==> config.mk <==
export PLATFORM = sky130hd
export DESIGN_NAME = mmio_peripherals_flat
export DESIGN_NICKNAME = d
export VERILOG_FILES = /design/src/rtl/mmio_peripherals_pkg.sv /design/src/rtl/mmio_peripherals_if.sv /design/src/rtl/mmio_peripherals_hex_to_seg.sv /design/src/rtl/mmio_peripherals.sv /design/src/flat_wrapper.sv
export SDC_FILE = /design/constraint.sdc
export NUM_CORES = 1
export LEC_CHECK = 0
export CELL_PAD_IN_SITES_DETAIL_PLACEMENT = 1
export CELL_PAD_IN_SITES_GLOBAL_PLACEMENT = 1
export CORE_UTILIZATION = 43
export CTS_CLUSTER_DIAMETER = 30
export DETAILED_ROUTE_END_ITERATION = 7
export GPL_TIMING_DRIVEN = 0
export PLACE_DENSITY = 0.93
export SLEW_MARGIN = 40
export SYNTH_ARGS = -nofsm -noshare
export SYNTH_HDL_FRONTEND = slang
export SYNTH_SLANG_ARGS = --single-unit
==> constraint.sdc <==
create_clock -name clk -period 3.1 [get_ports clk]
set_input_delay 0.62 -clock clk [delete_from_list [all_inputs] [get_ports clk]]
set_output_delay 0.62 -clock clk [all_outputs]
set_load 0.05 [all_outputs]
==> src/rtl/mmio_peripherals_pkg.sv <==
// Shared constants for the memory-mapped peripheral block: register offsets,
// TCON bit positions and the active-low seven-segment glyph table.
package mmio_peripherals_pkg;

  localparam logic [31:0] OFF_TH      = 32'h0000_0000;
  localparam logic [31:0] OFF_TL      = 32'h0000_0004;
  localparam logic [31:0] OFF_TCON    = 32'h0000_0008;
  localparam logic [31:0] OFF_LED     = 32'h0000_000C;
  localparam logic [31:0] OFF_DIGITS  = 32'h0000_0010;
  localparam logic [31:0] OFF_SYSTICK = 32'h0000_0014;

  localparam int TCON_EN  = 0;
  localparam int TCON_IE  = 1;
  localparam int TCON_IRQ = 2;

  // Segment a is bit 0, g is bit 6; a cleared bit lights the segment.
  localparam logic [6:0] GLYPHS [16] = '{
    7'b1000000, 7'b1111001, 7'b0100100, 7'b0110000,
    7'b0011001, 7'b0010010, 7'b0000010, 7'b1111000,
    7'b0000000, 7'b0010000, 7'b0001000, 7'b0000011,
    7'b1000110, 7'b0100001, 7'b0000110, 7'b0001110
  };

endpackage

==> src/rtl/mmio_peripherals_if.sv <==
// MEM-stage bus as seen by the peripheral block: strobes, address and store
// data from the core, combinational read data and hit flag back to it.
interface mmio_peripherals_if;

  logic        MemRead;
  logic        MemWrite;
  logic [31:0] MemBus_Address;
  logic [31:0] MemBus_Write_Data;
  logic [31:0] Device_Read_Data;
  logic        Device_Hit;

  modport master (
    output MemRead,
    output MemWrite,
    output MemBus_Address,
    output MemBus_Write_Data,
    input  Device_Read_Data,
    input  Device_Hit
  );

  modport slave (
    input  MemRead,
    input  MemWrite,
    input  MemBus_Address,
    input  MemBus_Write_Data,
    output Device_Read_Data,
    output Device_Hit
  );

endinterface

==> src/rtl/mmio_peripherals_hex_to_seg.sv <==
// Combinational 4-bit hex value to active-low seven-segment pattern.
module hex_to_seg
  import mmio_peripherals_pkg::*;
(
  input  logic [3:0] hex,
  output logic [6:0] seg
);

  assign seg = GLYPHS[hex];

endmodule

==> src/rtl/mmio_peripherals.sv <==
// Timer with auto-reload and interrupt, free-running systick, LED register and
// a four-digit multiplexed seven-segment driver behind one register window.
module mmio_peripherals
  import mmio_peripherals_pkg::*;
#(
  parameter logic [31:0] BASE_ADDR = 32'h4000_0000,
  parameter int          SCAN_DIV  = 100000
) (
  input  logic                clk,
  input  logic                reset,
  mmio_peripherals_if.slave   bus,
  output logic                irq,
  output logic [7:0]          leds,
  output logic [3:0]          an,
  output logic [6:0]          seg
);

  localparam int             CW        = $clog2(SCAN_DIV);
  localparam logic [CW-1:0]  SCAN_LAST = CW'(SCAN_DIV - 1);

  logic [31:0]   th;
  logic [31:0]   tl;
  logic [2:0]    tcon;
  logic [7:0]    led_reg;
  logic [15:0]   digits;
  logic [31:0]   systick;
  logic [CW-1:0] scan_cnt;
  logic [1:0]    digit_idx;

  logic sel_th;
  logic sel_tl;
  logic sel_tcon;
  logic sel_led;
  logic sel_digits;
  logic sel_systick;

  logic wr_th;
  logic wr_tl;
  logic wr_tcon;
  logic wr_led;
  logic wr_digits;

  logic        tl_max;
  logic        irq_set;
  logic [31:0] rdata;
  logic [3:0]  nibble;
  logic [31:0] wdata;

  assign wdata = bus.MemBus_Write_Data;

  // Exact 32-bit match only, so misaligned byte addresses never alias a register.
  assign sel_th      = (bus.MemBus_Address == BASE_ADDR + OFF_TH);
  assign sel_tl      = (bus.MemBus_Address == BASE_ADDR + OFF_TL);
  assign sel_tcon    = (bus.MemBus_Address == BASE_ADDR + OFF_TCON);
  assign sel_led     = (bus.MemBus_Address == BASE_ADDR + OFF_LED);
  assign sel_digits  = (bus.MemBus_Address == BASE_ADDR + OFF_DIGITS);
  assign sel_systick = (bus.MemBus_Address == BASE_ADDR + OFF_SYSTICK);

  assign bus.Device_Hit = sel_th | sel_tl | sel_tcon | sel_led | sel_digits | sel_systick;

  assign wr_th     = bus.MemWrite & sel_th;
  assign wr_tl     = bus.MemWrite & sel_tl;
  assign wr_tcon   = bus.MemWrite & sel_tcon;
  assign wr_led    = bus.MemWrite & sel_led;
  assign wr_digits = bus.MemWrite & sel_digits;

  always_comb begin
    rdata = 32'h0;
    if (sel_th)      rdata = th;
    if (sel_tl)      rdata = tl;
    if (sel_tcon)    rdata = {29'h0, tcon};
    if (sel_led)     rdata = {24'h0, led_reg};
    if (sel_digits)  rdata = {16'h0, digits};
    if (sel_systick) rdata = systick;
  end

  assign bus.Device_Read_Data = bus.MemRead ? rdata : 32'h0;

  // A software write to TL in the overflow cycle cancels that overflow entirely.
  assign tl_max  = (tl == 32'hFFFF_FFFF);
  assign irq_set = tcon[TCON_EN] & tcon[TCON_IE] & tl_max & ~wr_tl;

  always_ff @(posedge clk or negedge reset) begin
    if (!reset) begin
      th <= 32'h0;
      tl <= 32'h0;
    end else begin
      if (wr_th)
        th <= wdata;
      if (wr_tl)
        tl <= wdata;
      else if (tcon[TCON_EN])
        tl <= tl_max ? th : tl + 32'd1;
    end
  end

  // The hardware status set is ORed in after the write so it cannot be lost.
  always_ff @(posedge clk or negedge reset) begin
    if (!reset) begin
      tcon <= 3'b000;
    end else if (wr_tcon) begin
      tcon <= {wdata[TCON_IRQ] | irq_set, wdata[TCON_IE], wdata[TCON_EN]};
    end else if (irq_set) begin
      tcon[TCON_IRQ] <= 1'b1;
    end
  end

  always_ff @(posedge clk or negedge reset) begin
    if (!reset) begin
      led_reg <= 8'h00;
      digits  <= 16'h0000;
      systick <= 32'h0;
    end else begin
      if (wr_led)
        led_reg <= wdata[7:0];
      if (wr_digits)
        digits <= wdata[15:0];
      systick <= systick + 32'd1;
    end
  end

  always_ff @(posedge clk or negedge reset) begin
    if (!reset) begin
      scan_cnt  <= '0;
      digit_idx <= 2'd0;
    end else if (scan_cnt == SCAN_LAST) begin
      scan_cnt  <= '0;
      digit_idx <= digit_idx + 2'd1;
    end else begin
      scan_cnt <= scan_cnt + CW'(1);
    end
  end

  always_comb begin
    nibble = digits[3:0];
    case (digit_idx)
      2'd0: nibble = digits[3:0];
      2'd1: nibble = digits[7:4];
      2'd2: nibble = digits[11:8];
      2'd3: nibble = digits[15:12];
      default: nibble = digits[3:0];
    endcase
  end

  hex_to_seg u_hex_to_seg (
    .hex (nibble),
    .seg (seg)
  );

  assign an   = ~(4'b0001 << digit_idx);
  assign irq  = tcon[TCON_IRQ];
  assign leds = led_reg;

endmodule

==> src/flat_wrapper.sv <==
// flat-port wrapper written by rule: the top's interface ports become plain ports
module mmio_peripherals_flat import mmio_peripherals_pkg::*;
#(
  parameter logic [31:0] BASE_ADDR = 32'h4000_0000,
  parameter int          SCAN_DIV  = 100000
)
  (clk, reset, irq, leds, an, seg, bus_MemRead, bus_MemWrite, bus_MemBus_Address, bus_MemBus_Write_Data, bus_Device_Read_Data, bus_Device_Hit);
  mmio_peripherals_if bus_i ();
  input  logic clk;
  input  logic reset;
  output logic irq;
  output logic [7:0] leds;
  output logic [3:0] an;
  output logic [6:0] seg;
  input wire logic [$bits(bus_i.MemRead)-1:0] bus_MemRead;
  input wire logic [$bits(bus_i.MemWrite)-1:0] bus_MemWrite;
  input wire logic [$bits(bus_i.MemBus_Address)-1:0] bus_MemBus_Address;
  input wire logic [$bits(bus_i.MemBus_Write_Data)-1:0] bus_MemBus_Write_Data;
  output wire logic [$bits(bus_i.Device_Read_Data)-1:0] bus_Device_Read_Data;
  output wire logic [$bits(bus_i.Device_Hit)-1:0] bus_Device_Hit;
  assign bus_i.MemRead = bus_MemRead;
  assign bus_i.MemWrite = bus_MemWrite;
  assign bus_i.MemBus_Address = bus_MemBus_Address;
  assign bus_i.MemBus_Write_Data = bus_MemBus_Write_Data;
  assign bus_Device_Read_Data = bus_i.Device_Read_Data;
  assign bus_Device_Hit = bus_i.Device_Hit;
  mmio_peripherals #(.BASE_ADDR(BASE_ADDR), .SCAN_DIV(SCAN_DIV)) u_core (.clk(clk), .reset(reset), .bus(bus_i), .irq(irq), .leds(leds), .an(an), .seg(seg));
endmodule
# Yosys cells after proc, flatten, opt, wreduce, memory -nomap -nowiden
# Memories as Yosys holds them, arrays and structs flattened.
# Index checks and enable logic that the tools add are counted.
[classes]
reduce_logical = 3
n_bitwise = 17
shift = 1
eq_ne = 11
muxes = 16
addsub = 4
n_lt_le_gt_ge = 1
[op_table]
columns = ["op", "n"]
rows = [
  ["$mux 32", 10],
  ["$eq 32x31->1 const B", 6],
  ["$add 32x1->32 const B", 2],
  ["$eq 32x32->1 const B", 1],
  ["$add 17x1->17 const B", 1],
  ["$eq 17x17->1 const B", 1],
  ["$mux 17", 1],
  ["$pmux 4 s4", 1],
  ["$mux 7", 2],
  ["$and 1x1->1", 8],
  ["$or 1x1->1", 6],
  ["$ge 5x5->1 const B", 1],
  ["$not 4->5", 1],
  ["$eq 2x2->1 const B", 2],
  ["$not 4->4", 1],
  ["$reduce_bool 2->1", 2],
  ["$shl 1x2->4 const A", 1],
  ["$add 2x1->2 const B", 1],
  ["$eq 2x1->1 const B", 1],
  ["$logic_not 2->1", 1],
  ["$mux 1", 2],
  ["$not 1->1", 1],
]
[word_totals]
ff_bits = 142
mem_bits_ro = 112
mem_count = 1
[mem_list]
columns = ["name", "depth", "word_bits", "read_ports", "rd_clocked_by_memory_dff", "write_ports", "line_no", "rtl"]
rows = [
  ["(no name shown)", 16, 7, 1, 0, 0, "mmio_peripherals_hex_to_seg.sv:9", "assign seg = GLYPHS[hex];"],
]

# Logic depth before layout (Yosys ltp)
[logic_depth]
ltp_word = 8
depth_mapped = 11
mapped_depth_nobuf = 11

# Hierarchy
# Synthesis repeated with hierarchy kept, for this count alone.
[unflattened]
hier_cells = 861
hier_area_um2 = 8269.2
[by_module_without_submodules]
columns = ["module", "instances", "cells_each", "area_per_inst_um2"]
rows = [
  ["mmio_peripherals", 1, 829, 7993.9],
  ["hex_to_seg", 1, 32, 275.3],
]

# Worst setup path after synthesis
# No wires, ideal clock.
[synth_timing]
path_type = "input-to-output"
from = "input bus_MemBus_Address[12]"
to = "output bus_Device_Read_Data[21]"
path_buffers = 1
t_required_ps = 2480
setup_slack_ps = -443
arrival_ps = 2923
cell_stages = 6
path_cell_list = "nor4_1 > nand4_2 > nor4_1 > buf_2 > a22oi_1 > nor2_1"
[synth_via]
elab_chain_len = 8
[synth_lines]
columns = ["element", "line_no", "rtl"]
rows = [
  ["start, declared", "flat_wrapper.sv:17", "input wire logic [$bits(bus_i.MemBus_Address)-1:0] bus_MemBus_Address;"],
  ["$eq 32x31->1", "mmio_peripherals.sv:52", "assign sel_th = (bus.MemBus_Address == BASE_ADDR + OFF_TH);"],
  ["$mux 32", "mmio_peripherals.sv:69", "if (sel_th) rdata = th;"],
  ["$mux 32", "mmio_peripherals.sv:70", "if (sel_tl) rdata = tl;"],
  ["$mux 32", "mmio_peripherals.sv:71", "if (sel_tcon) rdata = {29'h0, tcon};"],
  ["$mux 32", "mmio_peripherals.sv:72", "if (sel_led) rdata = {24'h0, led_reg};"],
  ["$mux 32", "mmio_peripherals.sv:73", "if (sel_digits) rdata = {16'h0, digits};"],
  ["$mux 32 *", "mmio_peripherals.sv:74", "if (sel_systick) rdata = systick;"],
  ["$mux 32 *", "mmio_peripherals.sv:77", "assign bus.Device_Read_Data = bus.MemRead ? rdata : 32'h0;"],
  ["end, declared", "flat_wrapper.sv:19", "output wire logic [$bits(bus_i.Device_Read_Data)-1:0] bus_Device_Read_Data;"],
]
# Every way passes the cells marked *; elsewhere a longest branch is shown, timed or not.

# Worst setup path after layout
[layout_timing]
from = "register u_core.digit_idx[0]"
to = "output seg[3]"
[layout_via]
elab_chain_len = 6
[layout_lines]
columns = ["element", "line_no", "rtl"]
rows = [
  ["start, declared", "mmio_peripherals.sv:28", "logic [1:0] digit_idx;"],
  ["start signal, assigned", "mmio_peripherals.sv:128", "digit_idx <= digit_idx + 2'd1;"],
  ["$eq 2x2->1 (tied with other cells)", "mmio_peripherals.sv:136", "case (digit_idx)"],
  ["$pmux 4 s4 *", "mmio_peripherals.sv:136", ""],
  ["$not 4->5 (implied by the code) *", "mmio_peripherals_hex_to_seg.sv:9", ""],
  ["$mem_v2 16x7 *", "n/a", ""],
  ["$mux 7 (implied by the code) * (2 in series)", "mmio_peripherals_hex_to_seg.sv:9", ""],
  ["end, declared", "flat_wrapper.sv:14", "output logic [6:0] seg;"],
]
# Every way passes the cells marked *; elsewhere a longest branch is shown, timed or not. The select of a mux whose other input is x is not followed.

==> impl_metrics.json <==
{
  "die_width_um": 142,
  "clkPwrFrac_pct": 51.9,
  "async_flop_share_pct": 100,
  "synth_top_family_by_area": "simple AND/OR/NAND/NOR gates",
  "routed_wl_um": 40900,
  "rsz0062_at_grt": "true",
  "htreeDepth": 4,
  "cts_tree": "yes",
  "drcViolationCount": 0,
  "switching_share_pct": 25.2,
  "rows": 50,
  "grt_max_degree": 75,
  "synth_simple_gate_area_share_pct": 19.7,
  "fin_crit_ns": 3.48,
  "rrSetupSlack_ns": 0.07,
  "yosysSeqAreaShare_pct": 42.1,
  "rr_worst_depth": 7,
  "synthAdderAreaFrac_pct": 1.93,
  "p_switching_mw": 1.11,
  "synth_nets": 918,
  "peakVddDrop_uv": 370,
  "p_per_area_nw_per_um2": 383,
  "die_h_um": 142,
  "drv_slew": 0,
  "clk_root_buffer_cell": "clkbuf_16",
  "drt_iter0_drc": 1222,
  "worst_pin_slew_ns": 0.860,
  "viasPerCell": 6.98,
  "synth-seq-cells": 142,
  "max_freq_mhz": 288,
  "hold_path_class": "in2async",
  "worst_ep_arrival_time_ns": 2.86,
  "synth-edff-count": 0,
  "skew_ns": 0.0203,
  "ys_types": 64,
  "antenna_left": 0,
  "synth.most_common_cell": "dfrtp_1",
  "grt_usage_pct": 41.0,
  "syn_to_final_growth_pct": 36.0,
  "p_leak_nw": 5.06,
  "crit_fanout": 5,
  "syn_avg_cell_area_um2": 10.1,
  "synthTopCellsByArea": "dfrtp_1, mux2_2, mux2_1",
  "dpl.hpwl_um": 20700,
  "start_util_pct": 44.6,
  "violations": "setup timing",
  "io-pin-count": 121,
  "status": "complete, but fails checks",
  "synth_area_um2": 8450,
  "die_area_um2": 20200,
  "muxShareOfSynthArea_pct": 16.1,
  "gp_congestion": 0.875,
  "grt_pass1_vias": 9614,
  "io_buffers": 118,
  "finalPower_mw": 4.40,
  "cp_data_required_time_ns": 2.48,
  "cts_inserted_buffers": 17,
  "final_util_pct": 60.6,
  "reg2reg_to": "u_core.tl[17]",
  "drive_gt1_share_pct": 29.9,
  "maxCapViolations": 0,
  "nets": 1095,
  "yosys-top-cells-count": "dfrtp_1, nand2_1, nor2_1",
  "r2r_start": "u_core.tl[3]",
  "cts_hold_repair.buffers": 0,
  "cts.sinks": 142,
  "finalSetupViolations": 15,
  "synth_compound_area_share_pct": 11.2,
  "finalWorstSetupSlack_ns": -0.378,
  "cp-end-kind": "output port",
  "grt_pass1_wl_um": 60100,
  "yosys.area_share.xor_xnor_pct": 5.49,
  "clk_pin_slew_ns": 0.07,
  "synth_top_cell_by_area": "dfrtp_1",
  "insertion_delay_ns": 0.45,
  "coreArea_um2": 19000,
  "wl_per_cell_um": 31.8,
  "vias": 8988,
  "finalCritPeriodShare_pct": 112,
  "synth_ff_type": "dfrtp_1",
  "clock_path_buffers": 2,
  "antenna_found_initial": 5,
  "drt-pass1-iter-count": 7,
  "setup_tns_ns": -2.24,
  "pwr-share-seq_pct": 42.1,
  "syn_inst": 837,
  "synth_top_area_share_pct": 42.1,
  "overflow": 0,
  "synth_warnings": 0,
  "hold_viol": 0,
  "slew_headroom_pct": 42.7,
  "combPwrFrac_pct": 6.0,
  "worstSetupStartpointType": "register",
  "internal_power_mw": 3.29,
  "critical_path_class": "reg2out"
}
-- power by group through the flow --
stage	clock network, mW	logic (mW)	registers, mW
final	2.28	0.264	1.85
after global routing	2.33	0.274	1.85
after CTS	2.22	0.244	1.85
after detailed placement	0	0.238	1.89
after global placement	0	0.227	1.89
after floorplan	0	0.0647	1.89
-- routing by layer --
metal	vias to the layer above	GRT usage (%)	wire, um
met5	-	0	98
met4	6	30.6	3270
met3	319	15.2	4870
met2	828	64.5	18800
met1	4398	45.3	13900
li1	3437	-	-
-- worst max path at each step --
| stage | startpoint | depth (start not counted) | slack, ns | end |
|---|---|---|---|---|
| 2_1_floorplan | u_core.digit_idx[0] | 8 | -0.31 | seg[2] |
| 3_3_place_gp | reset | 1 | -4.39 | u_core.th[15] |
| 3_5_place_dp | bus_MemBus_Address[12] | 8 | -1.51 | bus_Device_Read_Data[25] |
| 4_1_cts | u_core.digit_idx[0] | 8 | -0.16 | seg[3] |
| 5_1_grt | u_core.digit_idx[0] | 7 | -0.40 | seg[3] |
| 6_report | u_core.digit_idx[0] | 7 | -0.38 | seg[3] |
-- cells by family after synthesis --
kind of cell,Yosys count
xor gates and xnor gates,53
and+or+nand+nor,306
DFF,142
buffers and inverters,68
muxes,115
adders and majority gates,13
AOI/OAI and AO/OA,140
-- registers in the layout (all words and copies together) (netlist names) --
signal            count
u_core.tcon           3
u_core.digit_idx      2
u_core.scan_cnt      17
u_core.th            32
u_core.tl            32
u_core.leds           8
u_core.systick       32
u_core.digits        16
-- what timing repair did --
action	CTS	global route
pin swaps	29	24
resized for setup	407	69
setup endpoints to repair	41	46
buffers inserted	30	13
gates cloned	1	0
-- metrics by stage --
step / cells / hold slack (ns) / instance area, um^2 / worst slack (ns)
floorplan: 837 / 0.324 / 8640 / -0.310
CTS: 1276 / 0.164 / 11300 / -0.159
global route: 1287 / 0.175 / 11500 / -0.396
global placement: 1215 / 0.457 / 10100 / -4.39
finish: 1288 / 0.121 / 11500 / -0.378
detailed placement: 1216 / 0.466 / 10200 / -1.51
-- final cells by class --
type | instances | area [um^2]
sequential | 142 | 3550
fill | 1999 | 7460
inverter | 25 | 100
buffer | 39 | 234
tap | 260 | 325
multi-input combinational | 627 | 5160
clock inverter | 12 | 158
timing repair buffer | 162 | 1490
antenna | 1 | 2.50
clock buffer | 20 | 467
-- critical path, stage by stage (launching register included) --
cell	delay [ns]
dfrtp_1	0.44
ha_2	0.26
a222oi_1	0.53
a21oi_2	0.19
buf_6	0.17
ha_4	0.17
mux4_2	0.48
buf_8	0.17
-- placed cells by master, fill, tap and decap left out, types with 9 or more instances in the layout --
master           count
a21oi_1             19
a22oi_1             17
and3_1              16
buf_2               27
buf_4               41
buf_6               40
clkbuf_1            16
clkbuf_16           17
clkbuf_2            10
clkdlybuf4s50_1     47
dfrtp_1            142
inv_1               16
mux2_1              30
mux2_2              46
mux2i_1             25
mux4_2               9
nand2_1             71
nand3_1             30
nand4_1             26
nor2_1              47
nor2_2               9
nor2_4              11
nor4_1              12
nor4_4              11
o21ai_0             27
xnor2_1             35
xor2_1              18
Note: power is estimated with default switching activity, not from simulation.
